### config.mk
export PLATFORM = sky130hd
export DESIGN_NAME = codebreak_ctrl
export DESIGN_NICKNAME = d
export VERILOG_FILES = /design/src/rtl/codebreak_ctrl.sv
export SDC_FILE = /design/constraint.sdc
export NUM_CORES = 1
export LEC_CHECK = 0
export ABC_AREA = 1
export BUFFER_PORTS_ARGS = -buffer_cell sky130_fd_sc_hd__buf_2
export CAP_MARGIN = 40
export CORE_MARGIN = 4
export CORE_UTILIZATION = 41
export DETAILED_ROUTE_END_ITERATION = 8
export GPL_ROUTABILITY_DRIVEN = 0
export PLACE_DENSITY_LB_ADDON = 0.08
export SYNTH_ARGS = -nofsm -noshare
export SYNTH_HDL_FRONTEND = slang
export SYNTH_SLANG_ARGS = --single-unit
### constraint.sdc
create_clock -name clk -period 4.5 [get_ports clk]
set_input_delay 0.675 -clock clk [delete_from_list [all_inputs] [get_ports clk]]
set_output_delay 0.675 -clock clk [all_outputs]
set_load 0.005 [all_outputs]
### src/rtl/codebreak_ctrl.sv
// codebreak_ctrl: loads ciphertext over UART, launches the codebreaker, optionally echoes plaintext over UART.
// Ports: clk/rst (async active-high); rx_data/rx_valid/rx_ack byte capture; start -> cb_start pulse;
// cb_done/cb_error/plaintext from the codebreaker; ciphertext register out; tx_data/tx_send/tx_busy echo
// handshake; byte_cnt and loaded/busy/done/error status.
// Define CODEBREAK_CTRL_TX_ECHO_EN to add the SEND state that transmits the plaintext MSB byte first.
module codebreak_ctrl #(
  parameter logic [127:0] DEFAULT_CT = 128'ha13a3ab3071897088f3233a58d6238bb,
  parameter int NUM_BYTES = 16
) (
  input  logic         clk,
  input  logic         rst,
  input  logic [7:0]   rx_data,
  input  logic         rx_valid,
  output logic         rx_ack,
  input  logic         start,
  output logic         cb_start,
  input  logic         cb_done,
  input  logic         cb_error,
  input  logic [127:0] plaintext,
  output logic [127:0] ciphertext,
  output logic [7:0]   tx_data,
  output logic         tx_send,
  input  logic         tx_busy,
  output logic [3:0]   byte_cnt,
  output logic         loaded,
  output logic         busy,
  output logic         done,
  output logic         error
);
  typedef enum logic [2:0] {
    LOAD, READY, RUN,
`ifdef CODEBREAK_CTRL_TX_ECHO_EN
    SEND,
`endif
    FINISH, FAIL
  } state_t;
  state_t state, state_n;
  logic idle, go, cap, last, tx_end;
`ifdef CODEBREAK_CTRL_TX_ECHO_EN
  localparam state_t AFTER_RUN = SEND;
  logic [127:0] pt_q;
  logic [3:0] tx_idx;
  logic tx_wait;
  assign tx_end = state == SEND && tx_wait && !tx_busy && tx_idx == 4'hf;
`else
  localparam state_t AFTER_RUN = FINISH;
  logic unused_echo;
  assign unused_echo = ^{tx_busy, plaintext};
  assign tx_end = 1'b0;
  assign tx_send = 1'b0;
  assign tx_data = 8'h00;
`endif
  assign idle = state == READY || state == FINISH || state == FAIL;
  // start wins over a pending byte, which then waits un-acked until the run ends
  assign go = start && idle;
  assign cap = rx_valid && !rx_ack && !go && (idle || state == LOAD);
  assign last = state == LOAD && byte_cnt == 4'(NUM_BYTES - 1);
  assign busy = state == RUN
`ifdef CODEBREAK_CTRL_TX_ECHO_EN
    || state == SEND
`endif
    ;
  assign done = state == FINISH;
  assign error = state == FAIL;
  always_comb begin
    state_n = go ? RUN :
              cap ? (last ? READY : LOAD) :
              (state == RUN && cb_error) ? FAIL :
              (state == RUN && cb_done) ? AFTER_RUN :
              tx_end ? FINISH : state;
  end
  always_ff @(posedge clk or posedge rst) begin
    if (rst) begin
      state <= READY;
      ciphertext <= DEFAULT_CT;
      byte_cnt <= 4'd0;
      loaded <= 1'b1;
      rx_ack <= 1'b0;
      cb_start <= 1'b0;
    end else begin
      state <= state_n;
      rx_ack <= cap;
      cb_start <= go;
      if (cap) begin
        ciphertext <= {ciphertext[119:0], rx_data};
        byte_cnt <= (state == LOAD ? byte_cnt : 4'd0) + 4'd1;
        loaded <= last;
      end
    end
  end
`ifdef CODEBREAK_CTRL_TX_ECHO_EN
  // pt_q shifts left as bytes go out, so its top byte is always the next to send
  always_ff @(posedge clk or posedge rst) begin
    if (rst) begin
      pt_q <= 128'd0;
      tx_idx <= 4'd0;
      tx_wait <= 1'b0;
      tx_send <= 1'b0;
      tx_data <= 8'h00;
    end else if (state == RUN && state_n != RUN) begin
      pt_q <= plaintext;
      tx_idx <= 4'd0;
      tx_wait <= 1'b0;
      tx_send <= 1'b0;
    end else if (state == SEND) begin
      if (!tx_send && !tx_wait && !tx_busy) begin
        tx_data <= pt_q[127:120];
        pt_q <= {pt_q[119:0], 8'h00};
        tx_send <= 1'b1;
      end else if (tx_send && tx_busy) begin
        tx_send <= 1'b0;
        tx_wait <= 1'b1;
      end else if (tx_wait && !tx_busy) begin
        tx_wait <= 1'b0;
        tx_idx <= tx_idx + 4'd1;
      end
    end
  end
`endif
endmodule

After elaboration in Yosys (flattened, before gate mapping) --
Cells that the tools add are included.
Cells by class: add/sub/neg operators 1, reductions and logical operators 14, mux-type cells 6, eq/ne operators 5
Operators by type and width (number):
- two-way mux 3 bit | 4
- logical AND 1 bit | 7
- equality test 3 x 2 -> 1 bit, second input constant | 2
- adder 4 x 1 -> 4 bit, second input constant | 1
- equality test 4 bit, second input constant | 1
- two-way mux 4 bit | 1
- nonzero test 4 bit | 1
- equality test 3 x 1 -> 1 bit, second input constant | 1
- equality test 3 bit, second input constant | 1
- zero test 3 bit | 1
- logical OR 1 bit | 3
- zero test 1 bit | 2
- two-way mux 1 bit | 1
Storage, ports and cells: logic and storage cells 32, register bits 138, output and inout bits 147, input port bits 143

Longest topological paths before layout --
depth after elaboration 9, depth in mapped cells 10

Worst setup path before layout --
OpenSTA, ideal clock, no wires.
kind input-to-reg, start point input rx_valid, end point register byte_cnt[2], stages 7, data arrival time 1.433 ns, path slack 2.951 ns, path through nand2_1 > nor2_8 > nand2_8 > buf_6 > buf_2 > nand2_1 > nand2_1
Between the ends: cells in the longest elaborated chain, start to end 3
Ends and longest elaborated chain:
- start: declaration | RTL line 13 | input logic rx_valid,
- logical AND 1 bit (3 in series) | RTL line 56 | assign cap = rx_valid && !rx_ack && !go && (idle || state == LOAD);
- end signal: assignment | RTL line 86 | byte_cnt <= (state == LOAD ? byte_cnt : 4'd0) + 4'd1;
- end: declaration | RTL line 24 | output logic [3:0] byte_cnt,
Every way passes these cells. A chain may end at the register's enable or synchronous reset.

Final worst setup path --
start point register state[0], end point register ciphertext[61]
Between the ends: cells in the longest elaborated chain, start to end 7
Ends and longest elaborated chain:
- start: declaration | RTL line 37 | state_t state, state_n;
- start signal: assignment | RTL line 81 | state <= state_n;
- equality test 3 x 1 -> 1 bit / equality test 3 x 2 -> 1 bit (equally long branches) | RTL line 53 | assign idle = state == READY || state == FINISH || state == FAIL;
- logical OR 1 bit (2 in series) | RTL line 53
- logical AND 1 bit | RTL line 55 | assign go = start && idle;
- zero test 1 bit | RTL line 56
- logical AND 1 bit | RTL line 56
- logical AND 1 bit * | RTL line 56
- end signal: assignment | RTL line 85 | ciphertext <= {ciphertext[119:0], rx_data};
- end: declaration | RTL line 20 | output logic [127:0] ciphertext,
Every way passes the cells marked *; elsewhere a longest branch is shown, timed or not.

==> results_dict.tcl <==
set metrics [dict create \
    rsz0062_at_grt "false" \
    clock_skew_ns 0.003307 \
    worstPathMaxFanout 135 \
    dp_hpwl_mm 8.509 \
    die_h_um 125.5 \
    yosysTopAreaCell "dfrtp_1" \
    cts_setup_buffers 0 \
    netlist.area_leader.share_pct 34.03 \
    setup_violations 0 \
    dr.pass1.iters 4 \
    drt_iter0_drc 198 \
    core_um2 13400 \
    busiest_layer "met2" \
    cts_sinks 138 \
    avgSynthCellArea_um2 9.935 \
    die_w_um 125.5 \
    layout.nets 858 \
    hp-class "in -> async" \
    grt_start_max_net_pins 136 \
    required_ns 4.83 \
    htreeDepth 4 \
    yosys_register_bits 138 \
    portBuffers 151 \
    synthFlopType "dfrtp_1" \
    num_antenna_cells 0 \
    critPathKind "reg -> reg" \
    yosysSeqAreaShare_pct 62.33 \
    via_per_inst 4.590 \
    rr_worst_depth 9 \
    finalHoldViolCount 0 \
    fillers 1268 \
    yosysUniqueCellTypes 30 \
    wirelength_mm 12.66 \
    detail_route.wl_per_cell_um 14.02 \
    period_needed_ns 2.533 \
    outcome "completed" \
    numCtsBuffers 17 \
    antenna_left 0 \
    grt_use_total_pct 16.88 \
    placed_area_um2 6406 \
    grt_antenna_before_repair 0 \
    clkTransAtPathRegs_ns 0.06 \
    drv_cap 0 \
    cts_buffer_depth 2 \
    synth_common_cells "nand2_1, dfrtp_1, inv_1" \
    grt_use_met3_pct 6.567 \
    drc 0 \
    synth-warning-count 0 \
    tightest_slew_ns 0.7508 \
    hold_buffers 0 \
    cts_repair_resize_count 0 \
    yosys.cell_count.top_type "nand2_1" \
    start_util_pct 42.26 \
    dieArea_um2 15760 \
    grt_pass1_vias 4165 \
    grt_pass1_wl_mm 21.31 \
    grt_use_met2_pct 25.58 \
    fmax_ghz 0.3947 \
    areaGrowthSynthToFinish_pct 23.95 \
    rrSetupSlack_ns 1.97 \
    powerDensity_nw_per_um2 748.7 \
    worstSkewPairLatency_ns 0.41 \
    reg2reg_from "state[0]" \
    crit_arrival_ns 2.87 \
    met1_usage_pct 22.05 \
    synthTopCellsByArea "dfrtp_1, dfstp_2, nand2_1" \
    start_kind "flip-flop" \
    synth_edf_count 0 \
    num_rows 42 \
    synthCells 570 \
    cts_root_buffer "clkbuf_16" \
    vias 4145 \
    end_kind "flip-flop" \
    reg2reg_to "ciphertext[61]" \
    p_leak_nw 3.536 \
    cts_tree "done" \
    synth-async-reset-ratio_pct 100.0 \
    post-route-period-util_pct 56.30 \
    slew_headroom_pct 49.95 \
    grt-ovfl-total 0 \
    worst_ir_drop_vdd_mv 0.3470 \
    final_area_um2 7019 \
    drive_above_1_share_pct 38.51 \
    ioPinCount 290 \
    setup_tns_ns 0 \
    report.final.slew_viol_count 0 \
    synth_area_um2 5663 \
]
==> final cells by class <==
type	instances	area [µm²]	area share, %
clock inverter	12	146.4	2.086
timing repair buffer	154	818.3	11.66
inverter	74	287.8	4.100
tap	176	220.2	3.137
clock buffer	20	466.7	6.649
sequential	138	3530	50.29
multi-input combinational	329	1550	22.09
==> where the power goes <==
| part | internal, mW | leakage (nW) | switching, mW |
|---|---|---|---|
| sequential | 1.87 | 1.66 | 0.325 |
| combinational | 0.646 | 1.58 | 1.00 |
| clock | 0.910 | 0.298 | 0.505 |
==> sequential cells by signal, indices dropped and copies added (netlist names) <==
signal	count
ciphertext	128
cb_start	1
byte_cnt	4
loaded	1
rx_ack	1
state	3
==> cell usage in the layout, fill, tap and decap left out, drive strengths merged <==
cell type | Yosys | routed
nand2 | 179 | 179
buf | 32 | 154
o21ai | 120 | 120
dfrtp | 77 | 77
inv | 74 | 74
dfstp | 61 | 61
clkbuf | 5 | 20
conb | 1 | 9
nor2 | 8 | 8
clkinv | 0 | 6
nand3 | 4 | 4
bufinv | 0 | 3
clkinvlp | 0 | 3
o211ai | 2 | 2
nand4 | 2 | 2
nor3 | 1 | 1
a21oi | 1 | 1
o31ai | 1 | 1
xor2 | 1 | 1
ha | 1 | 1
==> per-stage QoR <==
stage | setup slack [ns] | total power, mW | utilization, % | instances | hold WS, ns
final | 1.967 | 5.256 | 52.38 | 903 | 0.2126
after global routing | 1.717 | 5.680 | 52.38 | 903 | 0.2079
after CTS | 1.932 | 5.350 | 52.38 | 903 | 0.1969
after detailed placement | 1.801 | 3.897 | 47.81 | 871 | 0.4625
after global placement | 1.565 | 3.833 | 47.39 | 869 | 0.4534
after floorplan | 0.2298 | 3.286 | - | 578 | 0.4564
==> cell families after synthesis <==
group / Yosys count / share of synthesized area, %
XOR/XNOR: 1 / 0.1547
flip-flops: 138 / 62.33
buffers and inverters: 111 / 10.83
other: 1 / 0.06622
adder cells (fa/ha/maj): 1 / 0.2209
AND/OR/NAND/NOR: 194 / 14.25
AO/OA/AOI/OAI: 124 / 12.15
==> worst max-delay path, cell delays in order, from the launching register on <==
cell	delay, ns
dfstp_2	0.60
inv_2	0.05
nand2_2	0.06
nand2_2	0.08
nor2_8	0.14
nand2_8	0.40
inv_6	0.39
buf_16	0.38
nand2_1	0.14
o21ai_1	0.10
==> per-layer routing <==
metal	vias to the layer above	wire length, µm
met5	-	0
met4	0	214
met3	15	966
met2	120	5787
met1	1950	5692
li1	2060	-
==> worst max path at each step <==
stage          startpoint        endpoint
3_5_place_dp     rx_valid  ciphertext[61]
3_3_place_gp     rx_valid  ciphertext[61]
4_1_cts          state[0]  ciphertext[61]
6_report         state[0]  ciphertext[61]
2_1_floorplan         rst     byte_cnt[0]
5_1_grt          state[0]  ciphertext[91]
Power figures use the tool's default switching activity.
